**src/rtl/cmd_sched.sv**
```systemverilog
// ---------------------------------------------------------------------------
// cmd_sched
//   Round-robin scheduler that shares one single-beat Wishbone master bus
//   among NUM_REQ queued command slots. One transaction is outstanding at a
//   time. The owning queue receives a cmd_taken pulse when its slot is
//   granted. When the transaction ends it receives a cmd_complete pulse and a
//   tagged response: read data, error or timeout.
//
// Ports
//   clk, rst        : clock; asynchronous active-low reset
//   req_valid/we    : per-slot command valid / write enable (NUM_REQ bits)
//   req_sel         : per-slot byte selects, slot i at [4i+3:4i]
//   req_adr/datw    : per-slot address / write data, slot i at [32i+31:32i]
//   cmd_taken       : one-hot pulse, slot granted onto the bus
//   cmd_complete    : one-hot pulse, slot transaction finished
//   wb_*            : Wishbone master (cyc/stb/we/sel/adr/datw out,
//                     ack/err/datr in)
//   rsp_valid/id    : response pulse and slot index
//   rsp_err/data    : error-or-timeout flag, read data (0 for writes/errors)
// ---------------------------------------------------------------------------
module cmd_sched #(
  parameter int NUM_REQ = 4,
  parameter int REQ_W   = 2,
  parameter int TIMEOUT = 255,
  parameter int TO_W    = 8
) (
  input  logic                  clk,
  input  logic                  rst,
  input  logic [NUM_REQ-1:0]    req_valid,
  input  logic [NUM_REQ-1:0]    req_we,
  input  logic [4*NUM_REQ-1:0]  req_sel,
  input  logic [32*NUM_REQ-1:0] req_adr,
  input  logic [32*NUM_REQ-1:0] req_datw,
  output logic [NUM_REQ-1:0]    cmd_taken,
  output logic [NUM_REQ-1:0]    cmd_complete,
  output logic                  wb_cyc,
  output logic                  wb_stb,
  output logic                  wb_we,
  output logic [3:0]            wb_sel,
  output logic [31:0]           wb_adr,
  output logic [31:0]           wb_datw,
  input  logic                  wb_ack,
  input  logic                  wb_err,
  input  logic [31:0]           wb_datr,
  output logic                  rsp_valid,
  output logic [REQ_W-1:0]      rsp_id,
  output logic                  rsp_err,
  output logic [31:0]           rsp_data
);

  typedef enum logic [1:0] {
    ST_IDLE = 2'd0,
    ST_BUS  = 2'd1,
    ST_DONE = 2'd2
  } state_e;

  // Timeout fires on the edge where the counter would reach TIMEOUT.
  localparam bit              TO_EN   = (TIMEOUT != 0) ? 1'b1 : 1'b0;
  localparam logic [TO_W-1:0] TO_LAST = TO_W'((TIMEOUT > 0) ? (TIMEOUT - 1) : 0);

  state_e               state_q, state_d;
  logic [REQ_W-1:0]     ptr_q, ptr_d;
  logic [TO_W-1:0]      cnt_q, cnt_d;
  logic                 wb_cyc_q, wb_cyc_d;
  logic                 wb_stb_q, wb_stb_d;
  logic                 wb_we_q, wb_we_d;
  logic [3:0]           wb_sel_q, wb_sel_d;
  logic [31:0]          wb_adr_q, wb_adr_d;
  logic [31:0]          wb_datw_q, wb_datw_d;
  logic [NUM_REQ-1:0]   cmd_taken_q, cmd_taken_d;
  logic [NUM_REQ-1:0]   cmd_complete_q, cmd_complete_d;
  logic                 rsp_valid_q, rsp_valid_d;
  logic [REQ_W-1:0]     rsp_id_q, rsp_id_d;
  logic                 rsp_err_q, rsp_err_d;
  logic [31:0]          rsp_data_q, rsp_data_d;

  logic                 gnt_found_s;
  logic [REQ_W-1:0]     gnt_idx_s;

  // Round-robin pick: first valid slot scanning from ptr+1 with wrap-around.
  always_comb begin : rr_pick
    logic [REQ_W-1:0] cand;
    cand        = '0;
    gnt_found_s = 1'b0;
    gnt_idx_s   = '0;
    for (int i = 1; i <= NUM_REQ; i++) begin
      cand = REQ_W'((int'(ptr_q) + i) % NUM_REQ);
      if (!gnt_found_s && req_valid[cand]) begin
        gnt_found_s = 1'b1;
        gnt_idx_s   = cand;
      end else begin
        gnt_found_s = gnt_found_s;
      end
    end
  end

  // Next-state and next-output logic for the IDLE -> BUS -> DONE sequence.
  always_comb begin
    state_d        = state_q;
    ptr_d          = ptr_q;
    cnt_d          = cnt_q;
    wb_cyc_d       = wb_cyc_q;
    wb_stb_d       = wb_stb_q;
    wb_we_d        = wb_we_q;
    wb_sel_d       = wb_sel_q;
    wb_adr_d       = wb_adr_q;
    wb_datw_d      = wb_datw_q;
    cmd_taken_d    = '0;
    cmd_complete_d = '0;
    rsp_valid_d    = 1'b0;
    rsp_id_d       = rsp_id_q;
    rsp_err_d      = rsp_err_q;
    rsp_data_d     = rsp_data_q;

    case (state_q)
      ST_IDLE: begin
        if (gnt_found_s) begin
          wb_cyc_d               = 1'b1;
          wb_stb_d               = 1'b1;
          wb_we_d                = req_we[gnt_idx_s];
          wb_sel_d               = req_sel[int'(gnt_idx_s)*4 +: 4];
          wb_adr_d               = req_adr[int'(gnt_idx_s)*32 +: 32];
          wb_datw_d              = req_datw[int'(gnt_idx_s)*32 +: 32];
          cmd_taken_d[gnt_idx_s] = 1'b1;
          ptr_d                  = gnt_idx_s;
          rsp_id_d               = gnt_idx_s;
          cnt_d                  = '0;
          state_d                = ST_BUS;
        end else begin
          state_d = ST_IDLE;
        end
      end

      ST_BUS: begin
        // Ack has priority over err and over a simultaneous timeout.
        if (wb_ack) begin
          wb_cyc_d                 = 1'b0;
          wb_stb_d                 = 1'b0;
          cmd_complete_d[rsp_id_q] = 1'b1;
          rsp_valid_d              = 1'b1;
          rsp_err_d                = 1'b0;
          rsp_data_d               = wb_we_q ? 32'h0000_0000 : wb_datr;
          state_d                  = ST_DONE;
        end else if (wb_err || (TO_EN && (cnt_q == TO_LAST))) begin
          wb_cyc_d                 = 1'b0;
          wb_stb_d                 = 1'b0;
          cmd_complete_d[rsp_id_q] = 1'b1;
          rsp_valid_d              = 1'b1;
          rsp_err_d                = 1'b1;
          rsp_data_d               = 32'h0000_0000;
          state_d                  = ST_DONE;
        end else begin
          cnt_d = cnt_q + {{(TO_W-1){1'b0}}, 1'b1};
        end
      end

      // Turnaround: the queue clears its valid this cycle, so no grant here.
      ST_DONE: begin
        state_d = ST_IDLE;
      end

      default: begin
        state_d  = ST_IDLE;
        wb_cyc_d = 1'b0;
        wb_stb_d = 1'b0;
      end
    endcase
  end

  // State and output registers; asynchronous reset clears all outputs.
  always_ff @(posedge clk or negedge rst) begin
    if (!rst) begin
      state_q        <= ST_IDLE;
      ptr_q          <= REQ_W'(NUM_REQ - 1);
      cnt_q          <= '0;
      wb_cyc_q       <= 1'b0;
      wb_stb_q       <= 1'b0;
      wb_we_q        <= 1'b0;
      wb_sel_q       <= 4'h0;
      wb_adr_q       <= 32'h0000_0000;
      wb_datw_q      <= 32'h0000_0000;
      cmd_taken_q    <= '0;
      cmd_complete_q <= '0;
      rsp_valid_q    <= 1'b0;
      rsp_id_q       <= '0;
      rsp_err_q      <= 1'b0;
      rsp_data_q     <= 32'h0000_0000;
    end else begin
      state_q        <= state_d;
      ptr_q          <= ptr_d;
      cnt_q          <= cnt_d;
      wb_cyc_q       <= wb_cyc_d;
      wb_stb_q       <= wb_stb_d;
      wb_we_q        <= wb_we_d;
      wb_sel_q       <= wb_sel_d;
      wb_adr_q       <= wb_adr_d;
      wb_datw_q      <= wb_datw_d;
      cmd_taken_q    <= cmd_taken_d;
      cmd_complete_q <= cmd_complete_d;
      rsp_valid_q    <= rsp_valid_d;
      rsp_id_q       <= rsp_id_d;
      rsp_err_q      <= rsp_err_d;
      rsp_data_q     <= rsp_data_d;
    end
  end

  assign cmd_taken    = cmd_taken_q;
  assign cmd_complete = cmd_complete_q;
  assign wb_cyc       = wb_cyc_q;
  assign wb_stb       = wb_stb_q;
  assign wb_we        = wb_we_q;
  assign wb_sel       = wb_sel_q;
  assign wb_adr       = wb_adr_q;
  assign wb_datw      = wb_datw_q;
  assign rsp_valid    = rsp_valid_q;
  assign rsp_id       = rsp_id_q;
  assign rsp_err      = rsp_err_q;
  assign rsp_data     = rsp_data_q;

endmodule

```
**config.mk**
```make
export PLATFORM = sky130hd
export DESIGN_NAME = cmd_sched
export DESIGN_NICKNAME = d
export VERILOG_FILES = /design/src/rtl/cmd_sched.sv
export SDC_FILE = /design/constraint.sdc
export NUM_CORES = 1
export LEC_CHECK = 0
export CAP_MARGIN = 20
export CORE_AREA = 8 8 160 162
export DETAILED_ROUTE_END_ITERATION = 16
export DIE_AREA = 0 0 168 170
export PLACE_DENSITY = 0.66
export SYNTH_ARGS = -nofsm -noshare
export SYNTH_HDL_FRONTEND = slang
export SYNTH_SLANG_ARGS = --single-unit
export TNS_END_PERCENT = 50
```
**constraint.sdc**
```tcl
create_clock -name clk -period 2.7 [get_ports clk]
set_input_delay 0.54 -clock clk [delete_from_list [all_inputs] [get_ports clk]]
set_output_delay 0.54 -clock clk [all_outputs]
set_load 0.05 [all_outputs]
```
==> implementation parameters <==
Parameter                              Value

Run status
  Result of the run    finished clean

Logic synthesis
  Total of warnings raised by yosys    0
  Total nets after synthesis    887
  Dominant synthesized flop cell    sky130_fd_sc_hd__dfrtp_1
  Part of the Yosys area used for sequential elements    48.76%
  Flip-flop and latch count after synthesis    126
  Leading cell types by total area after synthesis    sky130_fd_sc_hd__dfrtp_1 (48%), sky130_fd_sc_hd__mux2i_1 (22%), sky130_fd_sc_hd__o221ai_1 (9.3%)
  Post-Syn Area per Cell    11.37 um2
  Post-synthesis async set-or-reset flop share    100.0%
  Share of the synthesized area in the top cell type    47.95%
  Syn Std Cell Area    0.006471 mm2
  Cell type with the largest total area after synthesis    sky130_fd_sc_hd__dfrtp_1
  EDFF count, synth    0
  Yosys cell types    34
  Gate count after technology mapping    569

Pwr
  Power density of the placed cells    1216 mW/mm2
  Worst supply voltage drop on vdd    680.1 uV
  Leakage component of the power    5.178 nW

Routing
  Number of antenna-violating nets in the routed design    0
  Vias per cell    4.886
  Detailed-route via count    6367
  Violation count after the first detailed-route iteration    285
  Routed wire per std cell    22.43 um
  Post-Route WL    29.23 mm
  Length of the first detailed-routing pass in iterations    4
  DRC violations left    0

Placement
  Port Buffers    430
  Number of instances in the placed design    1271
  HPWL reported at the end of detailed placement    22.82 mm
  Routability congestion estimate    0.8423
  Post-Place Worst Slack    -9.164 ps

Clock network
  Reg clk slew, reported paths    70 ps
  Library cell used as clock root buffer    sky130_fd_sc_hd__clkbuf_16
  Clock buffers created by TritonCTS    17
  Number of buffers added to fix hold violations after cts    0
  CTS tree    built
  # Post-CTS Setup Buffers    0
  Number of levels the H-tree was split into    4
  Clock latency on the worst-skew pair    420 ps
  Sinks on the clock net    126
  Post-CTS resize count    0
  Buffer depth of the longest clock path    2

Timing
  Worst hold-check slack    98.88 ps
  Crit path setup slack, layout    357.1 ps
  Max Freq    426.8 MHz
  RSZ-0062 raised after global routing    no
  Finish-stage setup viols    0
  Count of endpoints failing hold in the final timing report    0
  Number of max-slew violations in the final report    0
  Worst-case clock skew    11.60 ps
  Period utilisation layout    86.77%
  Final critical delay including setup and external delays    2343 ps
  TNS Setup    0 ps
  Max transition margin    53.38%
  Tightest Pin Transition    697.1 ps

Layout
  Commonest non-fill, non-tap cells in the layout    sky130_fd_sc_hd__clkdlybuf4s50_1 (429), sky130_fd_sc_hd__mux2i_1 (139), sky130_fd_sc_hd__dfrtp_1 (124)
  Ant diodes    0
  Register cell area after layout    0.003156 mm2
  Layout cells sized above 1    7.206%
  Most common library cell in the layout ignoring fill and taps    sky130_fd_sc_hd__clkdlybuf4s50_1
  Area used by multi-input combinational logic    0.003018 mm2
  Count of nets after finishing    1318
  Final standard cell count with taps included and fillers excluded    1303
  Area growth syn-to-layout    82.54%
  Number of filler instances in the final layout    2139
  Utilization after layout    51.24%

Flow run
  Max-capacitance violation count    0

Critical path
  Cell with the most instances on the worst path    sky130_fd_sc_hd__or3_2
  Chain of cells forming the critical path    clkdlybuf4s50_1, nor4_1, or3_2, or3_2, buf_12, o221ai_1
  Crit path DAT    2660 ps
  CP endpoint kind    flip-flop
  Delay of the slowest cell on the worst path    530 ps
  Critical path class    in2reg
  Standard cell with the maximum stage delay on the critical path    sky130_fd_sc_hd__clkdlybuf4s50_1
  Sort of element at the start of the critical path    input pin
  CP required    3010 ps
  Maximum net fanout on the critical path    73

Global routing
  Vias in the first global route    6797
  Initial antenna violation count    0
  Largest net degree at the start of global routing    74
  Total congestion overflow after global routing    0
  First-pass GRT wire length    42.86 mm
  Global-route usage over all layers    19.68%

Floorplan
  Die area    0.02856 mm2
  Horiz. Die Dim    168 um
  Initial cell density of the core    28.07%
  I/O pin cnt    431
  Placement row count    56
  Vertical die dimension    170 um
  CORE AREA    0.02305 mm2

Min path
  Worst min-delay path class    in2async
[stage by stage]
| step | area, um2 | total power [W] |
|---|---|---|
| 2_1_floorplan | 6471 | 0.008819 |
| 3_3_place_gp | 11220 | 0.01206 |
| 3_5_place_dp | 11220 | 0.01214 |
| 4_1_cts | 11810 | 0.01457 |
| 5_1_grt | 11810 | 0.01511 |
| 6_report | 11810 | 0.01437 |
[final timing paths]
check                              from           to  slack (ps)  cells past startpoint
max                        req_valid[1]  wb_datw[26]         360                      6
min                                 rst   wb_adr[29]         100                      1
max reg2reg                    ptr_q[0]    wb_adr[4]         440                      7
min reg2reg                  wb_adr[21]   wb_adr[21]         480                      2
max in group asynchronous           rst    rsp_id[0]        1900                      2
min in group clk             wb_adr[21]   wb_adr[21]         480                      2
[cell usage after synthesis, types with 6 or more instances]
cell                       number
sky130_fd_sc_hd__a22o_1        32
sky130_fd_sc_hd__nand2_1       82
sky130_fd_sc_hd__dfrtp_1      124
sky130_fd_sc_hd__inv_1          7
sky130_fd_sc_hd__buf_4         10
sky130_fd_sc_hd__buf_6          8
sky130_fd_sc_hd__a21oi_1        7
sky130_fd_sc_hd__o221ai_1      69
sky130_fd_sc_hd__nor3_1         7
sky130_fd_sc_hd__buf_2         14
sky130_fd_sc_hd__nor2_1        15
sky130_fd_sc_hd__clkbuf_1      16
sky130_fd_sc_hd__o21ai_0        6
sky130_fd_sc_hd__mux2i_1      139
[critical path: cells and delay by family]
kind | cells | cell delay [ps]
compound gates | 1 | 290
buf+inv | 2 | 730
simple gates | 3 | 1010
[per-layer routing]
layer | track usage, % | wire [um]
met1 | 23.92 | 12100
met5 | 0 | 0
met4 | 6.095 | 605
met2 | 32.16 | 13930
met3 | 7.136 | 2591
[sequential cells by signal, indices dropped and copies added (netlist names)]
register      cells
rsp_data         32
wb_adr           32
wb_datw          32
cnt_q             8
cmd_complete      4
cmd_taken         4
wb_sel            4
ptr_q             2
rsp_id            2
state_q           2
rsp_err           1
rsp_valid         1
wb_stb            1
wb_we             1
[cells by family (layout without fill, tap and decap cells)]
logic type                 count (synthesis)  count (layout)  synth area share [%]
muxes                                    139             139                 21.50
DFF                                      126             126                 48.76
xor gates and xnor gates                   3               3                0.4061
AOI/OAI and AO/OA                        126             126                 16.30
adders and majority gates                  2               2                0.3866
buffers and inverters                     55             499                 4.969
and+or+nand+nor                          118             118                 7.676
[power breakdown]
group	total (W)	switching (W)	internal, W	leakage [nW]
Combinational	0.00877	0.00542	0.00334	3.30
Clock	0.00233	0.00101	0.00132	0.283
Sequential	0.00327	0.000518	0.00275	1.60
[cell type report]
type	instances	area share [%]
tap	290	3.072
clock buffer	17	3.601
multi-input combinational	388	25.55
sequential	126	26.71
clock inverter	15	1.430
inverter	7	0.2224
timing repair buffer	460	39.41
(Power assumes the default switching activity.)
